<file path="config.mk">
export PLATFORM = sky130hd
export DESIGN_NAME = nfca_rx_window_ctrl
export DESIGN_NICKNAME = d
export VERILOG_FILES = /design/src/rtl/nfca_pkg.sv /design/src/rtl/nfca_rx_window_ctrl.sv
export SDC_FILE = /design/constraint.sdc
export NUM_CORES = 1
export LEC_CHECK = 0
export BUFFER_PORTS_ARGS = -buffer_cell sky130_fd_sc_hd__buf_2
export CORE_AREA = 2 2 80 75
export DETAILED_ROUTE_END_ITERATION = 16
export DIE_AREA = 0 0 82 77
export HOLD_SLACK_MARGIN = 0.15
export SKIP_CTS_REPAIR_TIMING = 1
export SYNTH_ARGS = -nofsm -noshare
export SYNTH_HDL_FRONTEND = slang
export SYNTH_SLANG_ARGS = --single-unit
</file>
<file path="constraint.sdc">
create_clock -name clk -period 2.64 [get_ports clk]
set_clock_uncertainty 0.05 [all_clocks]
set_input_delay 0.528 -clock clk [delete_from_list [all_inputs] [get_ports clk]]
set_output_delay 0.528 -clock clk [all_outputs]
set_load 0.01 [all_outputs]
</file>
<file path="src/rtl/nfca_pkg.sv">
// Shared types for the NFC-A receive-window controller.
// Defines the FSM state encoding and the completion status codes.
package nfca_pkg;

  typedef enum logic [2:0] {
    IDLE   = 3'd0,
    GUARD  = 3'd1,
    LISTEN = 3'd2,
    RECV   = 3'd3,
    DONE   = 3'd4
  } win_state_t;

  localparam logic [2:0] ST_OK      = 3'd0;
  localparam logic [2:0] ST_COL     = 3'd1;
  localparam logic [2:0] ST_ERR     = 3'd2;
  localparam logic [2:0] ST_TIMEOUT = 3'd3;
  localparam logic [2:0] ST_OVF     = 3'd4;
  localparam logic [2:0] ST_ABORT   = 3'd5;
  localparam logic [2:0] ST_WDOG    = 3'd6;

endpackage

</file>
<file path="src/rtl/nfca_rx_window_ctrl.sv">
// PICC-to-PCD receive window sequencer: guard time, listen with first-bit timeout,
// receive with inter-bit watchdog and frame-length limit, then one completion status.
module nfca_rx_window_ctrl
  import nfca_pkg::*;
#(
  parameter int GUARD_CYC   = 6000,
  parameter int TIMEOUT_CYC = 406800,
  parameter int WDOG_CYC    = 2304,
  parameter int MAX_BITS    = 4096,
  localparam int BCW        = $clog2(MAX_BITS + 1)
) (
  input  logic           clk,
  input  logic           rstn,
  input  logic           start,
  input  logic           abort,
  input  logic           rx_bit_en,
  input  logic           rx_end,
  input  logic           rx_end_col,
  input  logic           rx_end_err,
  output logic           rx_on,
  output logic           busy,
  output logic           done,
  output logic [2:0]     status,
  output logic [BCW-1:0] bit_count
);

  localparam int MAX_GW  = (GUARD_CYC > WDOG_CYC) ? GUARD_CYC : WDOG_CYC;
  localparam int CNT_MAX = (MAX_GW > TIMEOUT_CYC) ? MAX_GW : TIMEOUT_CYC;
  localparam int CW      = $clog2(CNT_MAX);

  win_state_t     state, state_n;
  logic [CW-1:0]  cnt, cnt_n;
  logic [BCW-1:0] bc_n;
  logic [2:0]     st_n;

  always_ff @(posedge clk or negedge rstn) begin
    if (!rstn) begin
      state     <= IDLE;
      cnt       <= '0;
      bit_count <= '0;
      status    <= ST_OK;
      rx_on     <= 1'b0;
      busy      <= 1'b0;
      done      <= 1'b0;
    end else begin
      state     <= state_n;
      cnt       <= cnt_n;
      bit_count <= bc_n;
      status    <= st_n;
      // Outputs are registered from the next state so they line up with it.
      rx_on     <= (state_n == LISTEN) || (state_n == RECV);
      busy      <= (state_n != IDLE);
      done      <= (state_n == DONE);
    end
  end

  always_comb begin
    state_n = state;
    cnt_n   = cnt;
    bc_n    = bit_count;
    st_n    = status;
    case (state)
      IDLE: begin
        if (start) begin
          state_n = GUARD;
          cnt_n   = '0;
          bc_n    = '0;
        end
      end
      GUARD: begin
        if (abort) begin
          state_n = DONE;
          st_n    = ST_ABORT;
          cnt_n   = '0;
        end else if (cnt == CW'(GUARD_CYC - 1)) begin
          state_n = LISTEN;
          cnt_n   = '0;
        end else begin
          cnt_n = cnt + CW'(1);
        end
      end
      LISTEN: begin
        if (abort) begin
          state_n = DONE;
          st_n    = ST_ABORT;
          cnt_n   = '0;
        end else if (rx_end) begin
          state_n = DONE;
          st_n    = ST_ERR;
          cnt_n   = '0;
        end else if (rx_bit_en) begin
          state_n = RECV;
          bc_n    = BCW'(1);
          cnt_n   = '0;
        end else if (cnt == CW'(TIMEOUT_CYC - 1)) begin
          state_n = DONE;
          st_n    = ST_TIMEOUT;
          cnt_n   = '0;
        end else begin
          cnt_n = cnt + CW'(1);
        end
      end
      RECV: begin
        // abort beats rx_end, which beats a same-cycle bit.
        if (abort) begin
          state_n = DONE;
          st_n    = ST_ABORT;
          cnt_n   = '0;
        end else if (rx_end) begin
          state_n = DONE;
          st_n    = rx_end_err ? ST_ERR : (rx_end_col ? ST_COL : ST_OK);
          cnt_n   = '0;
        end else if (rx_bit_en) begin
          cnt_n = '0;
          if (bit_count == BCW'(MAX_BITS)) begin
            state_n = DONE;
            st_n    = ST_OVF;
          end else begin
            bc_n = bit_count + BCW'(1);
          end
        end else if (cnt == CW'(WDOG_CYC - 1)) begin
          state_n = DONE;
          st_n    = ST_WDOG;
          cnt_n   = '0;
        end else begin
          cnt_n = cnt + CW'(1);
        end
      end
      DONE: begin
        state_n = IDLE;
        cnt_n   = '0;
      end
      default: begin
        state_n = IDLE;
        cnt_n   = '0;
      end
    endcase
  end

endmodule

</file>
* Yosys cells after proc, flatten, opt, wreduce, memory -nomap -nowiden
Index checks and enable logic that the tools add are counted.
Word-level totals: flip-flop bits (word level) 41, input bits 8, logic and storage cells 86
Cells by class: $add $sub $neg 2, eq/ne operators 23, muxes and demuxes 47, reduce and logical (&&, ||, !) cells 7
Operators by type and width (count):
- $mux W19 | 11
- $mux W13 | 8
- $pmux W19 S4 | 1
- $mux W3 | 22
- $pmux W13 S3 | 1
- $add A19 B1 Y19 const B | 1
- $eq A19 B12 Y1 const B | 1
- $eq A19 B13 Y1 const B | 1
- $eq A19 B19 Y1 const B | 1
- $ne A2 B2 Y1 const B | 9
- $add A13 B1 Y13 const B | 1
- $eq A13 B13 Y1 const B | 1
- $eq A3 B2 Y1 const B | 4
- $pmux W3 S4 | 1
- $ne A5 B5 Y1 const B | 2
- $pmux W3 S3 | 1
- $reduce_and A9 Y1 | 1
- $reduce_bool A3 Y1 | 3
- $ne A4 B4 Y1 const B | 2
- $reduce_and A6 Y1 | 1
- $eq A3 B1 Y1 const B | 1
- $eq A3 B3 Y1 const B | 1
- $logic_not A3 Y1 | 1
- $mux W2 | 1
- other kinds (2) | 2

* Depth between registers and ports, before layout
Gate-level depths: netlist of run 1.
depth after elaboration 8, gate-level depth with buffers 7

* Least setup slack after synthesis of run 1
No wires, ideal clock.
path kind input -> register, start point input port rx_end, end point register cnt[10], setup time 0.072 ns, arrival 2.257 ns, required time 2.518 ns, slack 0.261 ns, stages on the path 7, buffers on the path 2, cells stage by stage clkbuf_1 or3b_2 or4_1 a21oi_1 nor4_4 buf_4 nor2_1
On the way: longest elaborated chain between the ends 3
Ends and longest elaborated chain:
- from (decl) | RTL line nfca_rx_window_ctrl.sv:17 | input logic rx_end,
- $mux W19, on equally long branches | RTL line nfca_rx_window_ctrl.sv:109, nfca_rx_window_ctrl.sv:87
- $mux W19, on equally long branches | RTL line nfca_rx_window_ctrl.sv:105, nfca_rx_window_ctrl.sv:83
- $pmux W19 S4 (*) | RTL line nfca_rx_window_ctrl.sv:62 | case (state)
- to (signal assigned) | RTL line nfca_rx_window_ctrl.sv:47 | cnt <= cnt_n;
- to (decl) | RTL line nfca_rx_window_ctrl.sv:32 | logic [CW-1:0] cnt, cnt_n;
Every way passes the cells marked *; elsewhere a longest branch is shown, timed or not. A chain may end at the register's enable or synchronous reset.

* Worst setup path after layout of run 1
start point register cnt[12], end point register cnt[6]
On the way: longest elaborated chain between the ends 6
Ends and longest elaborated chain (RTL line):
- $eq A19 B12 Y1 or $eq A19 B19 Y1 (tied branches) | nfca_rx_window_ctrl.sv:121, nfca_rx_window_ctrl.sv:95
- $mux W19, on equally long branches | nfca_rx_window_ctrl.sv:121, nfca_rx_window_ctrl.sv:95
- $mux W19, on equally long branches | nfca_rx_window_ctrl.sv:113, nfca_rx_window_ctrl.sv:91
- $mux W19, on equally long branches | nfca_rx_window_ctrl.sv:109, nfca_rx_window_ctrl.sv:87
- $mux W19, on equally long branches | nfca_rx_window_ctrl.sv:105, nfca_rx_window_ctrl.sv:83
- $pmux W19 S4 (*) | nfca_rx_window_ctrl.sv:62
Marks and branches as above.

==> flow_metrics.tcl, run 1 <==
set metrics [dict create \
    multiInputGateArea_sq_um 1240 \
    power.density_nw_per_um2 494 \
    finalCriticalPeriod_ns 2.46 \
    insertion_delay_ns 0.29 \
    synth-seq-cells 41 \
    grt_overflow 0 \
    placed_cell_area_sq_um 2640 \
    pin_count 27 \
    remaining_drc_errors 0 \
    antenna_found_initial 0 \
    firstDrtPassIters 4 \
    tightest_slew_ns 0.926 \
    fin_ws_ns 0.182 \
    reg2reg_slack_ns 0.18 \
    register_area_sq_um 1030 \
    hpwlAfterDp_microns 3760 \
    power_mw 1.36 \
    synth.cell_area_sq_um 2340 \
    grt_pass1_vias 1840 \
    min_path_type "primary input to async pin" \
    fin_nets 299 \
    grt_start_max_net_pins 42 \
    die_area_sq_um 6310 \
    yosysWarnings 0 \
    cts-root-buf "clkbuf_8" \
    crit_start "cnt[12]" \
    synthFlopType "dfrtp_1" \
    wire_per_inst_microns 14.4 \
    final_common_cell "dfrtp_1" \
    critPathRequiredTime_ns 2.77 \
    cts_num_sinks 41 \
    leakage_nw 1.14 \
    nFillCells 537 \
    routed_wl_microns 5170 \
    synth_edf_count 0 \
    vias 1988 \
    ant_nets 0 \
    reg2reg_to "cnt[6]" \
    pre_cts_ws_ns 0.198 \
    io_buffers 26 \
    cp.arrival_ns 2.59 \
    grt.total_usage 0.178 \
    syn-num-nets 256 \
    cts_buffers 5 \
    grt_pass1_wl_microns 8850 \
    startpoint_type "flop" \
    drv_slew 0 \
    hold_viol 0 \
    clk_pin_slew_ns 0.08 \
    vdd_drop_max_mv 0.470 \
    std_cell_rows 26 \
    synth.distinct_cells 53 \
    place_congestion 0.827 \
    initial_utilization 0.428 \
    placed_cells 350 \
    core_area_sq_um 5470 \
    utilization 0.504 \
    endpoint_kind "flop" \
    fin_area_sq_um 2760 \
    hold_slack_ns 0.317 \
    max_slew_margin 0.383 \
    yosysSeqAreaShare 0.439 \
    layout_common_cells "dfrtp_1, nor2_1, buf_2, buf_4, xnor2_1" \
    avgSynthCellArea_sq_um 9.55 \
    syn_inst 245 \
    drtIter0Drc 129 \
    reg2regPathDepth 8 \
    finalCritPeriodShare 0.931 \
    die_width_microns 82 \
    num_antenna_cells 0 \
    rsz0062_at_grt "false" \
    dieHeight_microns 77 \
    maxCapViolCount 0 \
    htree_levels 2 \
    crit_type "flop to flop" \
    setup-violations-final 0 \
    drive_gt1_frac 0.225 \
    r2r-start "cnt[12]" \
    run_status "completed" \
    via_per_inst 5.54 \
    cts_tree "done" \
    tns_ns 0 \
    cts_buffer_depth 2 \
    instances_no_fill 359 \
    async_flop_share 1.00 \
    area_growth_pct 17.8 \
    cp_max_fo 6 \
    fmax_mhz 407 \
]
synth_stat cells (all sizes together) (2+ instances only):
master	count	area, sq um
a21boi	2	15.0
a21oi	10	53.8
and3	4	25.0
and4	2	18.8
buf	2	18.8
clkbuf	5	18.8
dfrtp	41	1030
ha	3	37.5
inv	10	37.5
mux2	3	33.8
nand2	14	52.6
nand2b	4	25.0
nand3	9	45.0
nand4	6	37.5
nand4b	3	26.3
nor2	28	105
nor2b	4	25.0
nor3	11	55.1
nor4	12	118
nor4b	2	17.5
nor4bb	2	20.0
o211ai	4	35.0
o21ai	14	70.1
o31ai	2	15.0
o32a	2	20.0
or3	6	37.5
or4	3	26.3
or4b	2	23.8
xnor2	16	140
xor2	5	43.8
registers in the layout (all words and copies together), names as in the netlist:
signal,flops
state,3
busy,1
cnt,19
status,3
bit_count,13
done,1
rx_on,1
routing by layer:
metal  up-vias  GRT usage  part of all wire
li1        985          -                 -
met1       942      0.274              0.51
met2        55      0.257              0.44
met3         6     0.0376             0.048
met4         0     0.0333            0.0081
met5         -          0                 0
worst max-delay path by stage:
stage | cells after the start | slack (ns) | to
2_1_floorplan | 7 | 0.26 | cnt[10]
3_3_place_gp | 8 | 0.24 | cnt[2]
3_5_place_dp | 6 | 0.20 | cnt[12]
4_1_cts | 6 | 0.19 | cnt[13]
5_1_grt | 5 | 0.06 | busy
6_report | 8 | 0.18 | cnt[6]
layout make-up:
| class | count | share of cell area |
|---|---|---|
| clock buffers | 7 | 0.0350 |
| clock inverters | 1 | 0.00182 |
| inverters | 10 | 0.0136 |
| multi-input cells | 187 | 0.452 |
| flip-flops and latches | 41 | 0.372 |
| well taps | 70 | 0.0318 |
| repair buffers | 43 | 0.0936 |
critical path: stages, from the launching register on:
cell and delay, ns:
dfrtp_1 0.45, or4b_4 0.58, nor4_4 0.35, a21oi_1 0.11, buf_4 0.16, nor4_4 0.31
buf_4 0.18, buf_4 0.12, nor2_1 0.04
report_power, final:
group	switching, mW	leakage [nW]	total, mW	internal (mW)
registers	0.0287	0.556	0.678	0.649
logic	0.140	0.533	0.231	0.0909
clock network	0.215	0.0542	0.452	0.237
total	0.384	1.14	1.36	0.977
logic make-up after synthesis:
kind of cell,Yosys count,synth area share
AOI/OAI and AO/OA,42,0.117
and+or+nand+nor,117,0.299
adders and majority gates,3,0.0160
buffers and inverters,17,0.0321
xor gates and xnor gates,21,0.0786
DFF,41,0.439
muxes,4,0.0187
No activity file was read; power rests on OpenSTA's default activity.
==> run 2, diff against run 1 <==
--- a/config.mk
+++ b/config.mk
@@ -6,11 +6,15 @@
 export NUM_CORES = 1
 export LEC_CHECK = 0
 export BUFFER_PORTS_ARGS = -buffer_cell sky130_fd_sc_hd__buf_2
+export CELL_PAD_IN_SITES_DETAIL_PLACEMENT = 1
+export CELL_PAD_IN_SITES_GLOBAL_PLACEMENT = 1
 export CORE_AREA = 2 2 80 75
 export DETAILED_ROUTE_END_ITERATION = 16
 export DIE_AREA = 0 0 82 77
 export HOLD_SLACK_MARGIN = 0.15
+export PLACE_DENSITY_LB_ADDON = 0.1
 export SKIP_CTS_REPAIR_TIMING = 1
+export SLEW_MARGIN = 20
 export SYNTH_ARGS = -nofsm -noshare
 export SYNTH_HDL_FRONTEND = slang
 export SYNTH_SLANG_ARGS = --single-unit
==> run 2 against run 1 <==
Against the previous run:
- via count up 2.1%
- power up 0.60%
- first-iteration DRC count down 38%
- sequential power about the same
- clock-buffer cell count unchanged
- clock power about the same
- wire length up 13%
==> flow_metrics.tcl, run 2 (synthesis results as in run 1) <==
set metrics [dict create \
    maxCapViolCount 0 \
    r2r-start "cnt[13]" \
    routed_wl_microns 5830 \
    reg2reg_to "busy" \
    worst_path_max_delay_cell "or4_4" \
    leakage_nw 1.14 \
    power.density_nw_per_um2 498 \
    ant_nets 0 \
    grt.total_usage 0.198 \
    drive_gt1_frac 0.221 \
    drtIter0Drc 80 \
    instances_no_fill 359 \
    largest_reg_flops 19 \
    hpwlAfterDp_microns 4210 \
    finalCriticalPeriod_ns 2.49 \
    dieHeight_microns 77 \
    via_per_inst 5.65 \
    fmax_mhz 401 \
    initial_utilization 0.428 \
    min_path_type "primary input to async pin" \
    num_antenna_cells 0 \
    layout_common_cells "dfrtp_1, nor2_1, buf_2, buf_4, xnor2_1" \
    grt_overflow 0 \
    crit_type "flop to flop" \
    die_area_sq_um 6310 \
    cts_buffers 5 \
    nFillCells 659 \
    run_status "completed" \
    cp.arrival_ns 2.61 \
    cp_cell_sequence "or4_4, nor4_1, a21boi_1, a311o_1, or3_1" \
    reg_top3 "cnt x19, bit_count x13" \
    htree_levels 2 \
    cp_max_fo 5 \
    cts_buffer_depth 2 \
    area_growth_pct 17.5 \
    core_area_sq_um 5470 \
    insertion_delay_ns 0.29 \
    die_width_microns 82 \
    max_stage_delay_ns 0.58 \
    reg2reg_slack_ns 0.15 \
    pin_count 27 \
    power_mw 1.37 \
    fin_nets 299 \
    max_slew_margin 0.577 \
    largest-register "cnt" \
    vias 2030 \
    clk_pin_slew_ns 0.08 \
    rsz0062_at_grt "false" \
    grt_pass1_wl_microns 9910 \
    endpoint_kind "flop" \
    critPathRequiredTime_ns 2.76 \
    wire_per_inst_microns 16.2 \
    hold_viol 0 \
    crit_start "cnt[13]" \
    cts_num_sinks 41 \
    hold_slack_ns 0.248 \
    final_common_cell "dfrtp_1" \
    placed_cells 348 \
    place_congestion 0.811 \
    grt_start_max_net_pins 42 \
    setup-violations-final 0 \
    cts-root-buf "clkbuf_8" \
    finalCritPeriodShare 0.944 \
    cp-endpoint "busy" \
    startpoint_type "flop" \
    tightest_slew_ns 0.634 \
    grt_pass1_vias 2005 \
    antenna_found_initial 0 \
    firstDrtPassIters 4 \
    vdd_drop_max_mv 0.378 \
    std_cell_rows 26 \
    reg2regPathDepth 5 \
    drv_slew 0 \
    remaining_drc_errors 0 \
    cts_tree "done" \
    tns_ns 0 \
    io_buffers 26 \
]
-- run 2: worst max-delay path: cells and delay by family, from the launching register on --
kind	cells	cell delay, ns
flops	1	0.44
simple gates	3	1.26
compound gates	2	0.63
-- run 2: cell type report --
type | count | area (sq um) | share of cell area
clock buffers | 7 | 96.3 | 0.0350
well taps | 70 | 87.6 | 0.0319
inverters | 10 | 37.5 | 0.0137
flip-flops and latches | 41 | 1030 | 0.373
repair buffers | 43 | 258 | 0.0938
clock inverters | 1 | 5.00 | 0.00182
multi-input cells | 187 | 1240 | 0.451
-- run 2: worst min path at each step --
stage | cells past startpoint | start | slack, ns | to
detailed placement | 1 | status[1] | 0.45 | status[1]
global route | 2 | rstn | 0.29 | bit_count[9]
CTS | 2 | rstn | 0.27 | bit_count[9]
finish | 2 | rstn | 0.25 | bit_count[11]
floorplan | 0 | rstn | 0.18 | bit_count[0]
global placement | 1 | status[0] | 0.44 | status[0]
-- run 2: where the power goes --
group / internal [mW] / switching, mW
Combinational: 0.0944 / 0.148
Sequential: 0.649 / 0.0258
Clock: 0.237 / 0.215
Total: 0.980 / 0.389
-- run 2: through the flow --
step	cell area (sq um)	worst slack, ns	utilization
3_5_place_dp	2630	0.0192	0.480
6_report	2750	0.147	0.503
2_1_floorplan	2340	0.261	-
5_1_grt	2750	0.00399	0.503
4_1_cts	2730	0.00912	0.499
3_3_place_gp	2630	0.0761	0.480
-- run 2: layer usage --
layer | routed length, microns | GRT usage | up-vias
met5 | 0 | 0 | -
met4 | 15 | 0.0250 | 0
met3 | 178 | 0.0388 | 2
met2 | 2710 | 0.302 | 28
met1 | 2920 | 0.299 | 1020
li1 | - | - | 980
